--- src/rtl/i2c_slave_reg_ctrl_if.sv ---
// Bundle of I2C slave handshake, host register port and status signals.
// The controller uses the slave modport; its environment uses the master modport.
interface i2c_slave_reg_ctrl_if #(
    parameter int PTR_W = 4
);
    logic             en;
    logic             i2c_rd_full;
    logic [7:0]       i2c_rd_data;
    logic             i2c_rd_clr;
    logic             i2c_wr_rdy;
    logic [7:0]       i2c_wr_data;
    logic             i2c_addr_match;
    logic             i2c_trans_dir;
    logic             i2c_byte_wait;
    logic             i2c_trans_stop;
    logic             i2c_bus_err;
    logic [PTR_W-1:0] host_addr;
    logic             host_we;
    logic [7:0]       host_wdata;
    logic [7:0]       host_rdata;
    logic             reg_wr_strobe;
    logic [PTR_W-1:0] reg_wr_addr;
    logic [7:0]       reg_wr_data;
    logic [PTR_W-1:0] ptr_o;
    logic             busy;

    modport slave (
        input  en, i2c_rd_full, i2c_rd_data, i2c_addr_match, i2c_trans_dir,
               i2c_byte_wait, i2c_trans_stop, i2c_bus_err,
               host_addr, host_we, host_wdata,
        output i2c_rd_clr, i2c_wr_rdy, i2c_wr_data, host_rdata,
               reg_wr_strobe, reg_wr_addr, reg_wr_data, ptr_o, busy
    );

    modport master (
        output en, i2c_rd_full, i2c_rd_data, i2c_addr_match, i2c_trans_dir,
               i2c_byte_wait, i2c_trans_stop, i2c_bus_err,
               host_addr, host_we, host_wdata,
        input  i2c_rd_clr, i2c_wr_rdy, i2c_wr_data, host_rdata,
               reg_wr_strobe, reg_wr_addr, reg_wr_data, ptr_o, busy
    );
endinterface

--- src/rtl/i2c_slave_reg_ctrl.sv ---
// Byte sequencer between an I2C slave and a local register bank: pointer byte,
// auto-incrementing writes/reads, and a host port into the same bank.
module i2c_slave_reg_ctrl #(
    parameter int         PTR_W   = 4,
    parameter logic [7:0] RST_VAL = 8'h00
) (
    input logic clk,
    input logic rst,
    i2c_slave_reg_ctrl_if.slave bus
);
    localparam int REG_NUM = 2 ** PTR_W;

    typedef enum logic [1:0] {IDLE, PTR, WDATA, RDATA} state_t;

    state_t           state_q, state_d;
    logic [PTR_W-1:0] ptr_q, ptr_d;
    logic [1:0]       holdoff_q, holdoff_d;
    logic             addrMatch_q;
    logic [7:0]       regs_q [REG_NUM];
    logic             rdClr_q, wrRdy_q, strobe_q, busy_q;
    logic [7:0]       wrData_q, hostRdata_q, strobeData_q;
    logic [PTR_W-1:0] strobeAddr_q;

    logic addrDone, abort, byteOk, rdAccept, wrAccept, i2cWe, hostWe;

    // Priority: disable > bus error > stop > address done > byte handling.
    always_comb begin
        addrDone = addrMatch_q & ~bus.i2c_addr_match;
        abort    = ~bus.en | bus.i2c_bus_err | bus.i2c_trans_stop;
        byteOk   = ~abort & ~addrDone & (holdoff_q == 2'd0);
        rdAccept = byteOk & bus.i2c_rd_full;
        wrAccept = byteOk & (state_q == RDATA) & bus.i2c_byte_wait & bus.i2c_trans_dir;
        i2cWe    = rdAccept & (state_q == WDATA);
        hostWe   = bus.host_we & ~(i2cWe & (bus.host_addr == ptr_q));

        state_d = state_q;
        ptr_d   = ptr_q;
        if (abort) begin
            state_d = IDLE;
        end else if (addrDone) begin
            state_d = bus.i2c_trans_dir ? RDATA : PTR;
        end else if (rdAccept && state_q == PTR) begin
            state_d = WDATA;
            ptr_d   = bus.i2c_rd_data[PTR_W-1:0];
        end else if (i2cWe || wrAccept) begin
            ptr_d = ptr_q + 1'b1;
        end

        if (rdAccept || wrAccept) begin
            holdoff_d = 2'd2;
        end else if (holdoff_q != 2'd0) begin
            holdoff_d = holdoff_q - 2'd1;
        end else begin
            holdoff_d = 2'd0;
        end
    end

    // Host read data forwards a same-cycle write so it never shows a stale byte.
    always_ff @(posedge clk or posedge rst) begin
        if (rst) begin
            state_q      <= IDLE;
            ptr_q        <= '0;
            holdoff_q    <= 2'd0;
            addrMatch_q  <= 1'b0;
            busy_q       <= 1'b0;
            rdClr_q      <= 1'b0;
            wrRdy_q      <= 1'b0;
            wrData_q     <= 8'h00;
            strobe_q     <= 1'b0;
            strobeAddr_q <= '0;
            strobeData_q <= 8'h00;
            hostRdata_q  <= 8'h00;
            for (int i = 0; i < REG_NUM; i++) begin
                regs_q[i] <= RST_VAL;
            end
        end else begin
            state_q     <= state_d;
            ptr_q       <= ptr_d;
            holdoff_q   <= holdoff_d;
            addrMatch_q <= bus.i2c_addr_match;
            busy_q      <= (state_d != IDLE);
            rdClr_q     <= rdAccept;
            wrRdy_q     <= wrAccept;
            strobe_q    <= i2cWe;
            if (wrAccept) begin
                wrData_q <= regs_q[ptr_q];
            end
            if (i2cWe) begin
                regs_q[ptr_q] <= bus.i2c_rd_data;
                strobeAddr_q  <= ptr_q;
                strobeData_q  <= bus.i2c_rd_data;
            end
            if (hostWe) begin
                regs_q[bus.host_addr] <= bus.host_wdata;
            end
            if (i2cWe && bus.host_addr == ptr_q) begin
                hostRdata_q <= bus.i2c_rd_data;
            end else if (bus.host_we) begin
                hostRdata_q <= bus.host_wdata;
            end else begin
                hostRdata_q <= regs_q[bus.host_addr];
            end
        end
    end

    assign bus.i2c_rd_clr    = rdClr_q;
    assign bus.i2c_wr_rdy    = wrRdy_q;
    assign bus.i2c_wr_data   = wrData_q;
    assign bus.host_rdata    = hostRdata_q;
    assign bus.reg_wr_strobe = strobe_q;
    assign bus.reg_wr_addr   = strobeAddr_q;
    assign bus.reg_wr_data   = strobeData_q;
    assign bus.ptr_o         = ptr_q;
    assign bus.busy          = busy_q;
endmodule

--- src/flat_wrapper.sv ---
// flat-port wrapper written by rule: the top's interface ports become plain ports
module i2c_slave_reg_ctrl_flat 
#(
    parameter int         PTR_W   = 4,
    parameter logic [7:0] RST_VAL = 8'h00
)
  (clk, rst, bus_en, bus_i2c_rd_full, bus_i2c_rd_data, bus_i2c_addr_match, bus_i2c_trans_dir, bus_i2c_byte_wait, bus_i2c_trans_stop, bus_i2c_bus_err, bus_host_addr, bus_host_we, bus_host_wdata, bus_i2c_rd_clr, bus_i2c_wr_rdy, bus_i2c_wr_data, bus_host_rdata, bus_reg_wr_strobe, bus_reg_wr_addr, bus_reg_wr_data, bus_ptr_o, bus_busy);
  i2c_slave_reg_ctrl_if #(.PTR_W(PTR_W)) bus_i ();
  input logic clk;
  input logic rst;
  input wire logic [$bits(bus_i.en)-1:0] bus_en;
  input wire logic [$bits(bus_i.i2c_rd_full)-1:0] bus_i2c_rd_full;
  input wire logic [$bits(bus_i.i2c_rd_data)-1:0] bus_i2c_rd_data;
  input wire logic [$bits(bus_i.i2c_addr_match)-1:0] bus_i2c_addr_match;
  input wire logic [$bits(bus_i.i2c_trans_dir)-1:0] bus_i2c_trans_dir;
  input wire logic [$bits(bus_i.i2c_byte_wait)-1:0] bus_i2c_byte_wait;
  input wire logic [$bits(bus_i.i2c_trans_stop)-1:0] bus_i2c_trans_stop;
  input wire logic [$bits(bus_i.i2c_bus_err)-1:0] bus_i2c_bus_err;
  input wire logic [$bits(bus_i.host_addr)-1:0] bus_host_addr;
  input wire logic [$bits(bus_i.host_we)-1:0] bus_host_we;
  input wire logic [$bits(bus_i.host_wdata)-1:0] bus_host_wdata;
  output wire logic [$bits(bus_i.i2c_rd_clr)-1:0] bus_i2c_rd_clr;
  output wire logic [$bits(bus_i.i2c_wr_rdy)-1:0] bus_i2c_wr_rdy;
  output wire logic [$bits(bus_i.i2c_wr_data)-1:0] bus_i2c_wr_data;
  output wire logic [$bits(bus_i.host_rdata)-1:0] bus_host_rdata;
  output wire logic [$bits(bus_i.reg_wr_strobe)-1:0] bus_reg_wr_strobe;
  output wire logic [$bits(bus_i.reg_wr_addr)-1:0] bus_reg_wr_addr;
  output wire logic [$bits(bus_i.reg_wr_data)-1:0] bus_reg_wr_data;
  output wire logic [$bits(bus_i.ptr_o)-1:0] bus_ptr_o;
  output wire logic [$bits(bus_i.busy)-1:0] bus_busy;
  assign bus_i.en = bus_en;
  assign bus_i.i2c_rd_full = bus_i2c_rd_full;
  assign bus_i.i2c_rd_data = bus_i2c_rd_data;
  assign bus_i.i2c_addr_match = bus_i2c_addr_match;
  assign bus_i.i2c_trans_dir = bus_i2c_trans_dir;
  assign bus_i.i2c_byte_wait = bus_i2c_byte_wait;
  assign bus_i.i2c_trans_stop = bus_i2c_trans_stop;
  assign bus_i.i2c_bus_err = bus_i2c_bus_err;
  assign bus_i.host_addr = bus_host_addr;
  assign bus_i.host_we = bus_host_we;
  assign bus_i.host_wdata = bus_host_wdata;
  assign bus_i2c_rd_clr = bus_i.i2c_rd_clr;
  assign bus_i2c_wr_rdy = bus_i.i2c_wr_rdy;
  assign bus_i2c_wr_data = bus_i.i2c_wr_data;
  assign bus_host_rdata = bus_i.host_rdata;
  assign bus_reg_wr_strobe = bus_i.reg_wr_strobe;
  assign bus_reg_wr_addr = bus_i.reg_wr_addr;
  assign bus_reg_wr_data = bus_i.reg_wr_data;
  assign bus_ptr_o = bus_i.ptr_o;
  assign bus_busy = bus_i.busy;
  i2c_slave_reg_ctrl #(.PTR_W(PTR_W), .RST_VAL(RST_VAL)) u_core (.clk(clk), .rst(rst), .bus(bus_i));
endmodule
--- config.mk ---
export PLATFORM = sky130hd
export DESIGN_NAME = i2c_slave_reg_ctrl_flat
export DESIGN_NICKNAME = d
export VERILOG_FILES = /design/src/rtl/i2c_slave_reg_ctrl_if.sv /design/src/rtl/i2c_slave_reg_ctrl.sv /design/src/flat_wrapper.sv
export SDC_FILE = /design/constraint.sdc
export NUM_CORES = 1
export LEC_CHECK = 0
export CAP_MARGIN = 20
export CORE_MARGIN = 2
export CORE_UTILIZATION = 45
export DETAILED_ROUTE_END_ITERATION = 7
export HOLD_SLACK_MARGIN = 0.05
export PLACE_DENSITY = 0.66
export SETUP_SLACK_MARGIN = 0.4
export SLEW_MARGIN = 20
export SYNTH_ARGS = -nofsm -noshare
export SYNTH_HDL_FRONTEND = slang
export SYNTH_SLANG_ARGS = --single-unit
--- constraint.sdc ---
create_clock -name clk -period 5.8 [get_ports clk]
set_input_delay 1.45 -clock clk [delete_from_list [all_inputs] [get_ports clk]]
set_output_delay 1.45 -clock clk [all_outputs]
set_load 0.03 [all_outputs]
* Word level (Yosys, flattened, before mapping)
Index checks and enable logic that the tools add are counted.
** Storage, ports and cells
- Output and inout port bits :: 36
- Register bits after elaboration :: 169
** Cells by class
- Reductions and logical operators :: 11
- Order comparisons :: 4
- Multiplexer cells :: 24
- Eq/ne operators :: 4
- $add $sub $neg :: 2
- Bitwise logic cells :: 19
** Operators with widths (number)
- bitwise mux 128 bit :: 2
- 2-to-1 mux 128 bit :: 2
- binary-select mux 8 bit (select 4 bit) :: 2
- demux 8 bit (select 4 bit) :: 2
- 2-to-1 mux 8 bit :: 8
- 2-to-1 mux 2 bit :: 6
- AND 1 bit :: 10
- greater-or-equal comparator 5 bit, second input constant :: 2
- less-than comparator 5 x 1 -> 1 bit, second input constant :: 2
- inverter 4 -> 5 bit :: 2
- 2-to-1 mux 4 bit :: 2
- nonzero test 2 bit :: 3
- inverter 1 bit :: 5
- adder 4 x 1 -> 4 bit, second input constant :: 1
- equality test 2 bit, second input constant :: 2
- equality test 4 bit :: 1
- logical AND 1 bit :: 4
- AND reduction 3 bit :: 1
- equality test 2 x 1 -> 1 bit, second input constant :: 1
- zero test 2 bit :: 1
- logical OR 1 bit :: 2
- OR 1 bit :: 2
- subtractor 2 x 1 -> 2 bit, second input constant :: 1

* Logic depth before layout (Yosys ltp)
- Word-level depth :: 12
- Gate-level depth with buffers :: 10
- Depth with buffers taken out :: 7

* Least setup slack after synthesis
No wires, ideal clock.
- Path type :: input port to flip-flop
- From :: input bus_i2c_addr_match
- To :: register u_core.regs_q[120] (netlist name)
- Path slack :: 2661 ps
- Arrival :: 3014 ps
- Setup time :: 125 ps
- Stages on the path :: 8
- Data required time :: 5675 ps
- Path through :: nand2b_1 > buf_4 > and4b_1 > buf_2 > or3b_1 > buf_6 > mux2_4 > mux2_4
** Between the ends
- Longest elaborated chain between the ends :: 11
- Elaborated cells on any way between the ends :: 13
** Ends and longest elaborated chain
- start, declared :: RTL line flat_wrapper.sv:14 : input wire logic [$bits(bus_i.i2c_addr_match)-1:0] bus_i2c_addr_match;
- inverter 1 bit * :: RTL line i2c_slave_reg_ctrl.sv:28 : addrDone = addrMatch_q & ~bus.i2c_addr_match;
- AND 1 bit * :: RTL line i2c_slave_reg_ctrl.sv:28
- inverter 1 bit * :: RTL line i2c_slave_reg_ctrl.sv:30 : byteOk = ~abort & ~addrDone & (holdoff_q == 2'd0);
- AND 1 bit * (2 in a row) :: RTL line i2c_slave_reg_ctrl.sv:30
- AND 1 bit * :: RTL line i2c_slave_reg_ctrl.sv:31 : rdAccept = byteOk & bus.i2c_rd_full;
- AND 1 bit * :: RTL line i2c_slave_reg_ctrl.sv:33 : i2cWe = rdAccept & (state_q == WDATA);
- AND 1 bit :: RTL line i2c_slave_reg_ctrl.sv:34 : hostWe = bus.host_we & ~(i2cWe & (bus.host_addr == ptr_q));
- inverter 1 bit :: RTL line i2c_slave_reg_ctrl.sv:34
- AND 1 bit :: RTL line i2c_slave_reg_ctrl.sv:34
- 2-to-1 mux 128 bit * :: RTL line i2c_slave_reg_ctrl.sv:93 : if (hostWe) begin
- end signal, assigned by index :: RTL line i2c_slave_reg_ctrl.sv:89 : regs_q[ptr_q] <= bus.i2c_rd_data;
- end signal, assigned by index :: RTL line i2c_slave_reg_ctrl.sv:94 : regs_q[bus.host_addr] <= bus.host_wdata;
- end, declared :: RTL line i2c_slave_reg_ctrl.sv:19 : logic [7:0] regs_q [REG_NUM];
Every way passes the cells marked *; elsewhere a longest branch is shown, timed or not.
A chain may end at the register's enable or synchronous reset.

* Worst setup path in the final report
- From :: input bus_host_addr[3]
- To :: register u_core.regs_q[91] (netlist name)
** Between the ends
- Longest elaborated chain between the ends :: 7
- Elaborated cells on any way between the ends :: 12
** Ends and longest elaborated chain
- start, declared :: RTL line flat_wrapper.sv:19 : input wire logic [$bits(bus_i.host_addr)-1:0] bus_host_addr;
- inverter 4 -> 5 bit (implied by the code) :: RTL line i2c_slave_reg_ctrl.sv:94
- greater-or-equal comparator 5 bit (implied by the code) / less-than comparator 5 x 1 -> 1 bit (equally long branches) :: RTL line i2c_slave_reg_ctrl.sv:94
- logical AND 1 bit (implied by the code) :: RTL line i2c_slave_reg_ctrl.sv:94
- 2-to-1 mux 8 bit (implied by the code) :: RTL line i2c_slave_reg_ctrl.sv:94
- demux 8 bit (select 4 bit) :: RTL line i2c_slave_reg_ctrl.sv:94
- bitwise mux 128 bit :: RTL line i2c_slave_reg_ctrl.sv:94
- 2-to-1 mux 128 bit * :: RTL line i2c_slave_reg_ctrl.sv:93
Marked as above.

==> run summary <==
Post-Syn Area per Cell - 11.2 µm²
# DRC - 0
Cts hold-fix bufs - 0
Met2 GRT Util - 38.3%
Slew Limit Fails - 0
Internal Power - 0.00239 W
Post-Synth Simple-Gate Area - 9.63%
Worst Tran Pin Value - 1.13 ns
Adder-cell share of the synthesized area - 0.491%
Post-route setup slack - 1.87 ns
Mapped cell area - 10200 µm²
Dpl ws - 1.42 ns
Max incr delay on CP - 0.81 ns
Bufs and invs on worst path - 1
CTS tree - yes
Syn Nets - 943
Most used routing layer in global routing - met2
Final nets - 948
Area delta synth->final - 12.2%
Overflow after GRT - 0
CP Max Fanout - 18
Via density - 6.16
Met3 usage in global routing - 4.88%
Skew final - 0.0123 ns
Cts bufs inserted - 17
Num Clock Sinks - 169
Global-route usage over all layers - 24.9%
Crit path DAT - 4.27 ns
CP max-delay cell - or3_1
Post-synth EDFFs - 0
Sequential share of power - 44.8%
Yosys top cell by area - dfrtp_1
Placer Congestion - 0.858
Synth Warn # - 0
Clk slew on worst S/H paths - 0.07 ns
Fin crit period - 3.93 ns
Sw power - 0.00108 W
Critical path class - input pin to register
Largest cells by area after synthesis - dfrtp_1 41%, mux4_2 14%, mux2i_1 13%
Hold Path Class - register to register
Drt wl/cell - 23.6 µm
Hold Vio Cnt, Final - 0
Die height - 155 µm
Worst Path Required - 6.13 ns
Largest delay share family, worst path - simple AND/OR/NAND/NOR gates
Register area share after synthesis - 41.5%
Sequential cell area - 4230 µm²
Top-area cell type share of the netlist area - 41.5%
Initial antenna violation count - 1
Post-Synthesis Cells - 909
Clk Latency, worst-skew pair - 0.45 ns
Ant diodes - 0
First-pass GRT wire length - 44800 µm
Post-CTS Resized - 0
Fillers - 1944
CP startpoint - bus_host_addr[3]
Yosys reg bits - 169
Drt pass-1 iters - 5
Asr flop ratio synth - 100%
Top_reg_cell synth - dfrtp_1
Commonest non-fill, non-tap cell in the layout - dfrtp_1
Drt first-iter violations - 694
Max_slew headroom - 24.0%
Die Wd - 155 µm
# setup viols final - 0
Fin util - 51.0%
DPL Wire Length - 19100 µm
Full die area - 23900 µm²
I/O Buffers - 65
Clock Power Share - 31.9%
Ratio of cells with drive above 1 in the final layout - 19.2%
Mux share of post-synthesis cell area - 32.3%
Hold Path Origin - u_core.holdoff_q[0]$_DFF_PP0_
Fmax - 0.254 GHz
Vias in the first global route - 7343
CTS Root Cell - clkbuf_16
CP startpoint kind - input pin
GRT met1 Usage - 35.8%
CP endpoint kind - register
Largest family of logic cells by synthesized area - multiplexers
Post-synthesis xor/xnor area fraction - 0.601%
Lkg Pwr - 4.79 nW
Setup Fix Bufs, Post-CTS - 0
Status - complete, no violations
Via count - 7468
Site row count - 55
RSZ-0062 raised after global routing - false
Most frequent cells in the layout - 167 x dfrtp_1, 129 x mux2i_1, 83 x nand2_1
Gate power share - 23.3%
Pwr per Cell Area - 303 nW/µm²
Worst path cell trace - clkdlybuf4s50_1, xnor2_1, nand4_2, or3_1, nand3_4, mux2_2
Area of the multi-input gates - 5520 µm²
Initial core utilization - 45.5%
Hold WS - 0.482 ns
Top-Level Pins - 66
Sum Neg Setup Slack - 0 ns
Sw Share - 31.2%
Final ANT Viol Nets - 0
Maximum clock path buffer count - 2
Routed wire length - 28600 µm
Synth unique cells - 51
Peak supply drop - 224 µV
Max-Cap Viols - 0
Tcrit/Tclk final - 67.8%
# H-tree levels - 4
Compound-Gate Fraction of Synth Area - 11.0%
Largest net degree at the start of global routing - 141
Placeable Area - 22400 µm²
R2R Path Start - u_core.bus.ptr_o[3]$_DFFE_PP0P_
[registers in the layout (all words and copies together) (netlist names), 2 cells and up]
register	count
u_core.bus.ptr_o	4
u_core.bus.reg_wr_addr	4
u_core.bus.reg_wr_data	8
u_core.bus.host_rdata	8
u_core.bus.i2c_wr_data	8
u_core.regs_q	128
u_core.holdoff_q	2
u_core.state_q	2
[logic make-up after synthesis]
group | after synthesis
adders and majority gates | 4
and+or+nand+nor | 207
buffers and inverters | 98
DFF | 169
AOI/OAI and AO/OA | 186
xor gates and xnor gates | 7
muxes | 238
[power groups by stage]
stage	Clock (W)	Sequential [W]	Combinational [W]
final	0.00111	0.00155	0.000810
after global routing	0.00117	0.00158	0.000876
after floorplan	0	0.00153	0.000602
after detailed placement	0	0.00157	0.000804
after global placement	0	0.00155	0.000786
after CTS	0.00112	0.00155	0.000806
[area by class of cell]
class	instances	share of cell area (%)
Multi-Input combinational cell	642	48.2
Sequential cell	169	37.0
Timing Repair Buffer	77	6.50
Clock buffer	17	3.72
Tap cell	285	3.12
Clock inverter	15	1.17
Inverter	7	0.262
[path summary, 6_finish.rpt]
kind / to / slack, ns / cells past startpoint
setup / recovery: u_core.regs_q[91]$_DFF_PP0_ / 1.87 / 6
hold / removal: u_core.holdoff_q[0]$_DFF_PP0_ / 0.48 / 1
setup reg to reg: u_core.regs_q[91]$_DFF_PP0_ / 2.30 / 6
hold reg to reg: u_core.holdoff_q[0]$_DFF_PP0_ / 0.48 / 1
max in group asynchronous: u_core.bus.ptr_o[1]$_DFFE_PP0P_ / 3.12 / 3
min in group asynchronous: u_core.regs_q[0]$_DFF_PP0_ / 1.46 / 2
[synth_stat cells, types with 4 or more instances]
cell      instances
a21oi_1          77
a22oi_1          16
mux2i_1         129
o31a_1            7
mux2_2           29
nor2_1           60
clkbuf_1         24
mux4_2           64
o21ai_1          50
inv_1             6
nor3_1           15
buf_1            26
mux2_4           16
buf_2            30
o21ai_0          19
xnor2_1           6
nor3_2            4
o31ai_4           5
buf_4             8
nand4_1           7
dfrtp_1         169
o221ai_1          8
nand2b_1          6
ha_1              4
nand2_1          83
[worst register-to-register path: stages (launching register included)]
cell     delay, ns
dfrtp_1       0.75
buf_4         0.49
xnor2_1       0.19
nand4_2       0.49
or3_1         0.81
nand3_4       0.29
mux2_2        0.36
[routing by layer]
metal | share of wire [%] | vias up | wire length (µm)
met4 | 2.3 | 0 | 665
met2 | 46 | 351 | 13100
met5 | 0 | - | 0
met3 | 7.8 | 42 | 2220
met1 | 44 | 3734 | 12700
li1 | - | 3341 | -
[metrics by stage]
stage | cells | total power (W) | cell area, µm²
finish | 1212 | 0.00347 | 11400
CTS | 1212 | 0.00347 | 11400
global placement | 1180 | 0.00234 | 10900
detailed placement | 1180 | 0.00237 | 10900
global route | 1212 | 0.00363 | 11400
floorplan | 909 | 0.00214 | 10200
Note: power is estimated with default switching activity, not from simulation.
